==> src/rtl/cpu_pkg.sv <==
// Shared CPU-core types and constants used by the PC sequencer and its watchdog.
package cpu_pkg;
   typedef enum logic [2:0] {
      ST_IDLE,
      ST_FETCH,
      ST_EXEC,
      ST_HALTED,
      ST_FAULT
   } pcseq_state_t;

   localparam logic [31:0] PC_RESET_DEFAULT = 32'h0000_3000;
   localparam logic [1:0]  INS_ALIGN_MASK   = 2'b11;

   function automatic logic is_misaligned(input logic [31:0] addr);
      return (addr[1:0] & INS_ALIGN_MASK) != 2'b00;
   endfunction
endpackage

==> src/rtl/pc_sequencer_fetch_watchdog.sv <==
// Counts consecutive un-acked fetch cycles; o_expired flags the cycle whose count reaches TIMEOUT.
// TIMEOUT of 0 disables it; the count clears whenever the fetch is acked or not in progress.
module fetch_watchdog #(
   parameter int TIMEOUT = 15
) (
   input  logic i_clk,
   input  logic i_reset,
   input  logic i_clr,
   input  logic i_en,
   output logic o_expired
);
   localparam int W = (TIMEOUT > 0) ? $clog2(TIMEOUT + 1) : 1;

   logic [W-1:0] r_cnt;

   always_ff @(posedge i_clk) begin
      if (i_reset || i_clr) begin
         r_cnt <= '0;
      end else if (i_en) begin
         r_cnt <= r_cnt + 1'b1;
      end
   end

   // Expiry is flagged one count early so the sequencer leaves FETCH on the edge the count hits TIMEOUT.
   generate
      if (TIMEOUT == 0) begin : g_off
         assign o_expired = 1'b0;
      end else begin : g_on
         assign o_expired = i_en && (r_cnt == W'(TIMEOUT - 1));
      end
   endgenerate
endmodule

==> src/rtl/pc_sequencer.sv <==
// Multi-cycle PC sequencer: fetch over req/ack, hold instruction until ex_done, commit next PC.
// ack -> ins_valid next cycle; ex_done -> next imem_req next cycle; all outputs registered.
module pc_sequencer
   import cpu_pkg::*;
#(
   parameter logic [31:0] RESET_PC = PC_RESET_DEFAULT,
   parameter int          TIMEOUT  = 15
) (
   input  logic        i_clk,
   input  logic        i_reset,
   output logic        o_imem_req,
   output logic [31:0] o_imem_addr,
   input  logic        i_imem_ack,
   input  logic [31:0] i_imem_rdata,
   output logic [31:0] o_ins,
   output logic [31:0] o_ins_addr,
   output logic        o_ins_valid,
   input  logic        i_ex_done,
   input  logic [31:0] i_next_ins_addr,
   input  logic        i_halt,
   output logic        o_fault,
   output logic [31:0] o_retire_cnt
);
   pcseq_state_t r_state;
   logic [31:0]  r_pc;
   logic [31:0]  r_ins;
   logic         r_req;
   logic         r_ins_valid;
   logic         r_fault;
   logic [31:0]  r_retire_cnt;

   logic w_wd_en;
   logic w_wd_clr;
   logic w_wd_expired;

   assign w_wd_en  = (r_state == ST_FETCH) && !i_imem_ack;
   assign w_wd_clr = (r_state != ST_FETCH) || i_imem_ack;

   fetch_watchdog #(
      .TIMEOUT (TIMEOUT)
   ) u_watchdog (
      .i_clk     (i_clk),
      .i_reset   (i_reset),
      .i_clr     (w_wd_clr),
      .i_en      (w_wd_en),
      .o_expired (w_wd_expired)
   );

   always_ff @(posedge i_clk) begin
      if (i_reset) begin
         r_state      <= ST_IDLE;
         r_pc         <= RESET_PC;
         r_ins        <= '0;
         r_req        <= 1'b0;
         r_ins_valid  <= 1'b0;
         r_fault      <= 1'b0;
         r_retire_cnt <= '0;
      end else begin
         case (r_state)
            ST_IDLE: begin
               if (i_halt) begin
                  r_state <= ST_HALTED;
               end else if (is_misaligned(r_pc)) begin
                  r_state <= ST_FAULT;
                  r_fault <= 1'b1;
               end else begin
                  r_state <= ST_FETCH;
                  r_req   <= 1'b1;
               end
            end
            ST_FETCH: begin
               if (i_imem_ack) begin
                  r_ins       <= i_imem_rdata;
                  r_req       <= 1'b0;
                  r_ins_valid <= 1'b1;
                  r_state     <= ST_EXEC;
               end else if (w_wd_expired) begin
                  r_req   <= 1'b0;
                  r_fault <= 1'b1;
                  r_state <= ST_FAULT;
               end
            end
            ST_EXEC: begin
               if (i_ex_done) begin
                  // PC is committed even when misaligned so the bad target stays visible.
                  r_pc         <= i_next_ins_addr;
                  r_retire_cnt <= r_retire_cnt + 32'd1;
                  r_ins_valid  <= 1'b0;
                  if (is_misaligned(i_next_ins_addr)) begin
                     r_state <= ST_FAULT;
                     r_fault <= 1'b1;
                  end else if (i_halt) begin
                     r_state <= ST_HALTED;
                  end else begin
                     r_state <= ST_FETCH;
                     r_req   <= 1'b1;
                  end
               end
            end
            ST_HALTED: begin
               if (!i_halt) begin
                  if (is_misaligned(r_pc)) begin
                     r_state <= ST_FAULT;
                     r_fault <= 1'b1;
                  end else begin
                     r_state <= ST_FETCH;
                     r_req   <= 1'b1;
                  end
               end
            end
            ST_FAULT: begin
               r_fault <= 1'b1;
            end
            default: begin
               r_state <= ST_FAULT;
               r_fault <= 1'b1;
            end
         endcase
      end
   end

   assign o_imem_req   = r_req;
   assign o_imem_addr  = r_pc;
   assign o_ins        = r_ins;
   assign o_ins_addr   = r_pc;
   assign o_ins_valid  = r_ins_valid;
   assign o_fault      = r_fault;
   assign o_retire_cnt = r_retire_cnt;
endmodule
==> config.mk <==
export PLATFORM = sky130hd
export DESIGN_NAME = pc_sequencer
export DESIGN_NICKNAME = d
export VERILOG_FILES = /design/src/rtl/cpu_pkg.sv /design/src/rtl/pc_sequencer_fetch_watchdog.sv /design/src/rtl/pc_sequencer.sv
export SDC_FILE = /design/constraint.sdc
export NUM_CORES = 1
export LEC_CHECK = 0
export CORE_ASPECT_RATIO = 1.1
export CORE_MARGIN = 10
export CORE_UTILIZATION = 38
export DETAILED_ROUTE_END_ITERATION = 8
export PLACE_DENSITY = 0.76
export SYNTH_ARGS = -nofsm -noshare
export SYNTH_HDL_FRONTEND = slang
export SYNTH_HIERARCHICAL = 1
export SYNTH_SLANG_ARGS = --single-unit
==> constraint.sdc <==
create_clock -name i_clk -period 2.2 [get_ports i_clk]
set_input_delay 0.22 -clock i_clk [delete_from_list [all_inputs] [get_ports i_clk]]
set_output_delay 0.22 -clock i_clk [all_outputs]
set_load 0.01 [all_outputs]
==> flow_metrics.env <==
export IMPL_endpoint_kind="flip-flop"
export IMPL_dp_hpwl_um=10800
export IMPL_tritoncts_num_buffers=9
export IMPL_dieArea_um2=16900
export IMPL_post_synth_main_area_contributors="dfxtp_1, nand2_1, a21oi_1"
export IMPL_fp_dieW_um=125
export IMPL_rr_worst_depth=5
export IMPL_die_span_y_um=136
export IMPL_synthMostInstantiatedCell="nand2_1"
export IMPL_cts_root_to_sink_buffers=2
export IMPL_hp_class="input pin to flip-flop"
export IMPL_finalNetCount=813
export IMPL_wl_per_cell_um=15.7
export IMPL_grt_pass1_wl_um=22900
export IMPL_clock_sinks=106
export IMPL_rows=42
export IMPL_rsz0062_at_grt="no"
export IMPL_worst_r2r_startpoint="o_retire_cnt[16]"
export IMPL_cts_hold_buf=0
export IMPL_setup_slack_ps=157
export IMPL_yosysWarningCount=6
export IMPL_grt_overflow_total=0
export IMPL_grt_start_max_net_pins=51
export IMPL_power_density_nw_per_um2=765
export IMPL_synthDominantAreaCellType="dfxtp_1"
export IMPL_status="finished clean"
export IMPL_clock_tree_htree_level_count=3
export IMPL_critical_path_startpoint_category="flip-flop"
export IMPL_finalCritPeriodShare=0.929
export IMPL_drt_pass1_iter_count=5
export IMPL_syn_cell_area_um2=4610
export IMPL_crit_path_max_fanout=10
export IMPL_routed_wl_um=14100
export IMPL_clock_fmax_mhz=489
export IMPL_drcViolationCount=0
export IMPL_grt_pass1_vias=4595
export IMPL_yosysSeqAreaShare=0.460
export IMPL_drive_above_1_share=0.0858
export IMPL_irDropWorstVdd_uv=476
export IMPL_rr_endpoint="o_retire_cnt[31]"
export IMPL_ys_ff_latch=106
export IMPL_max_slew_worst_pin_slew_ps=525
export IMPL_cap_viol_max_count=0
export IMPL_setup_viol=0
export IMPL_syn_avg_cell_area_um2=8.13
export IMPL_antenna_diode_count=0
export IMPL_routed_vias_inst=5.02
export IMPL_leakage_uw=0.00235
export IMPL_dpl_worst_slack_ps=-209
export IMPL_synth_edf_count=0
export IMPL_first_iter_violations=258
export IMPL_initial_core_util=0.385
export IMPL_cts_tree="yes"
export IMPL_critical_path_class="flip-flop to flip-flop"
export IMPL_timing_hold_worst_path_depth=2
export IMPL_whs_endpoint="o_retire_cnt[9]"
export IMPL_worst_ep_arrival_time_ps=2310
export IMPL_worst_reg_to_reg_setup_slack_ps=160
export IMPL_synth_async_sr_flop_share=0
export IMPL_total_power_uw=5290
export IMPL_areaGrowthSynthToFinish_pct=50.2
export IMPL_hold_start="i_reset"
export IMPL_worst_slew_margin_rel=0.650
export IMPL_count_of_port_buffers_added_during_placement=199
export IMPL_min_period_ps=2040
export IMPL_drt_antenna_violating_nets=0
export IMPL_final_cells=900
export IMPL_postSynth_topFlopCell="dfxtp_1"
export IMPL_dpl_cell_count=884
export IMPL_postSynthNetCount=639
export IMPL_worstSkewPairLatency_ps=340
export IMPL_fp_coreArea_um2=12000
export IMPL_synthesis_instances=567
export IMPL_clockRootBuffer="clkbuf_16"
export IMPL_clkSlewWorstSetupHoldPaths_ps=70
export IMPL_gp_congestion=0.833
export IMPL_clock_skew_ps=7.47
export IMPL_synth_top_cells_by_count="nand2_1, dfxtp_1, a21oi_1"
export IMPL_antenna_found_initial=0
export IMPL_synth_top_cell_area_share=0.460
export IMPL_total_number_of_vias=4516
export IMPL_ioPinCount=200
export IMPL_cts_setup_buffers=0
export IMPL_final_max_slew_viol_count=0
export IMPL_timing_final_hold_violations=0
export IMPL_synth_cell_types=49
export IMPL_required_ps=2470
export IMPL_grtUsageTotal=0.161
worst max-delay path by stage:
stage                     startpoint                to  slack (ps)  depth (start not counted)
global placement           i_ex_done  o_retire_cnt[28]        -160                          5
CTS                  o_retire_cnt[1]  o_retire_cnt[28]          90                          5
global route        o_retire_cnt[10]  o_retire_cnt[28]          40                          5
floorplan                 r_state[2]  o_retire_cnt[28]          80                          7
finish              o_retire_cnt[16]  o_retire_cnt[31]         160                          5
detailed placement         i_ex_done  o_retire_cnt[28]        -210                          5
flip-flops by register name (all words and copies together) (netlist names):
signal and cells:
o_ins 32, o_imem_addr 32, u_watchdog/r_cnt 4, o_imem_req 1
o_ins_valid 1, o_retire_cnt 32, r_state 3, o_fault 1
per-stage QoR:
step | TNS [ps] | cell area [µm²] | util | hold WS, ps
6_report | 0 | 6920 | 0.578 | 342
5_1_grt | 0 | 6920 | 0.578 | 366
4_1_cts | 0 | 6910 | 0.577 | 333
3_5_place_dp | -1290 | 6650 | 0.555 | 448
3_3_place_gp | -905 | 6650 | 0.555 | 442
2_1_floorplan | 0 | 4610 | - | 293
cells in the final DEF, fill, tap and decap left out, types with 10 or more instances in the layout:
master           count
a21oi_1             84
buf_4               34
clkdlybuf4s50_1    198
dfxtp_1            106
inv_1               10
nand2_1            145
nand3_1             10
nor2_1              19
o31ai_1             14
or4_1               14
worst max-delay path, cell delays in order, from the launching register on:
cell     delay, ps
dfxtp_1        410
nand4_1        170
buf_4          180
or4_4          580
or4_1          490
a21oi_1        150
where the power goes:
group	internal (µW)	total (µW)	switching, µW	leakage, µW
clock network	772	1460	688	0.000131
logic	822	1600	776	0.00136
registers	2110	2240	125	0.000858
total	3700	5290	1590	0.00235
layout make-up:
cell class,instances,area (µm²)
Clock buffer,12,236
Clock inverter,4,27.5
Fill cell,1091,5060
Inverter,10,37.5
Multi-Input combinational cell,382,2070
Sequential cell,106,2120
Tap cell,154,193
Timing Repair Buffer,232,2240
metal layers:
layer  wire length, µm  GRT usage  part of all wire
met1              5690      0.172              0.40
met3              1470     0.0736              0.10
met2              6790      0.282              0.48
met5                 0          0                 0
met4               161     0.0480             0.011
logic make-up after synthesis:
family,Yosys count,synth area share
compound gates,116,0.143
fa+ha+maj,3,0.00814
xor+xnor,12,0.0228
buf+inv,79,0.0958
simple gates,245,0.256
flops,106,0.460
mux,6,0.0144
timing repair:
item                                    CTS  global route
gates resized for setup                   0             2
hold endpoints to repair                  0             0
endpoints found under the setup margin    0             2
(Power assumes the default switching activity.)
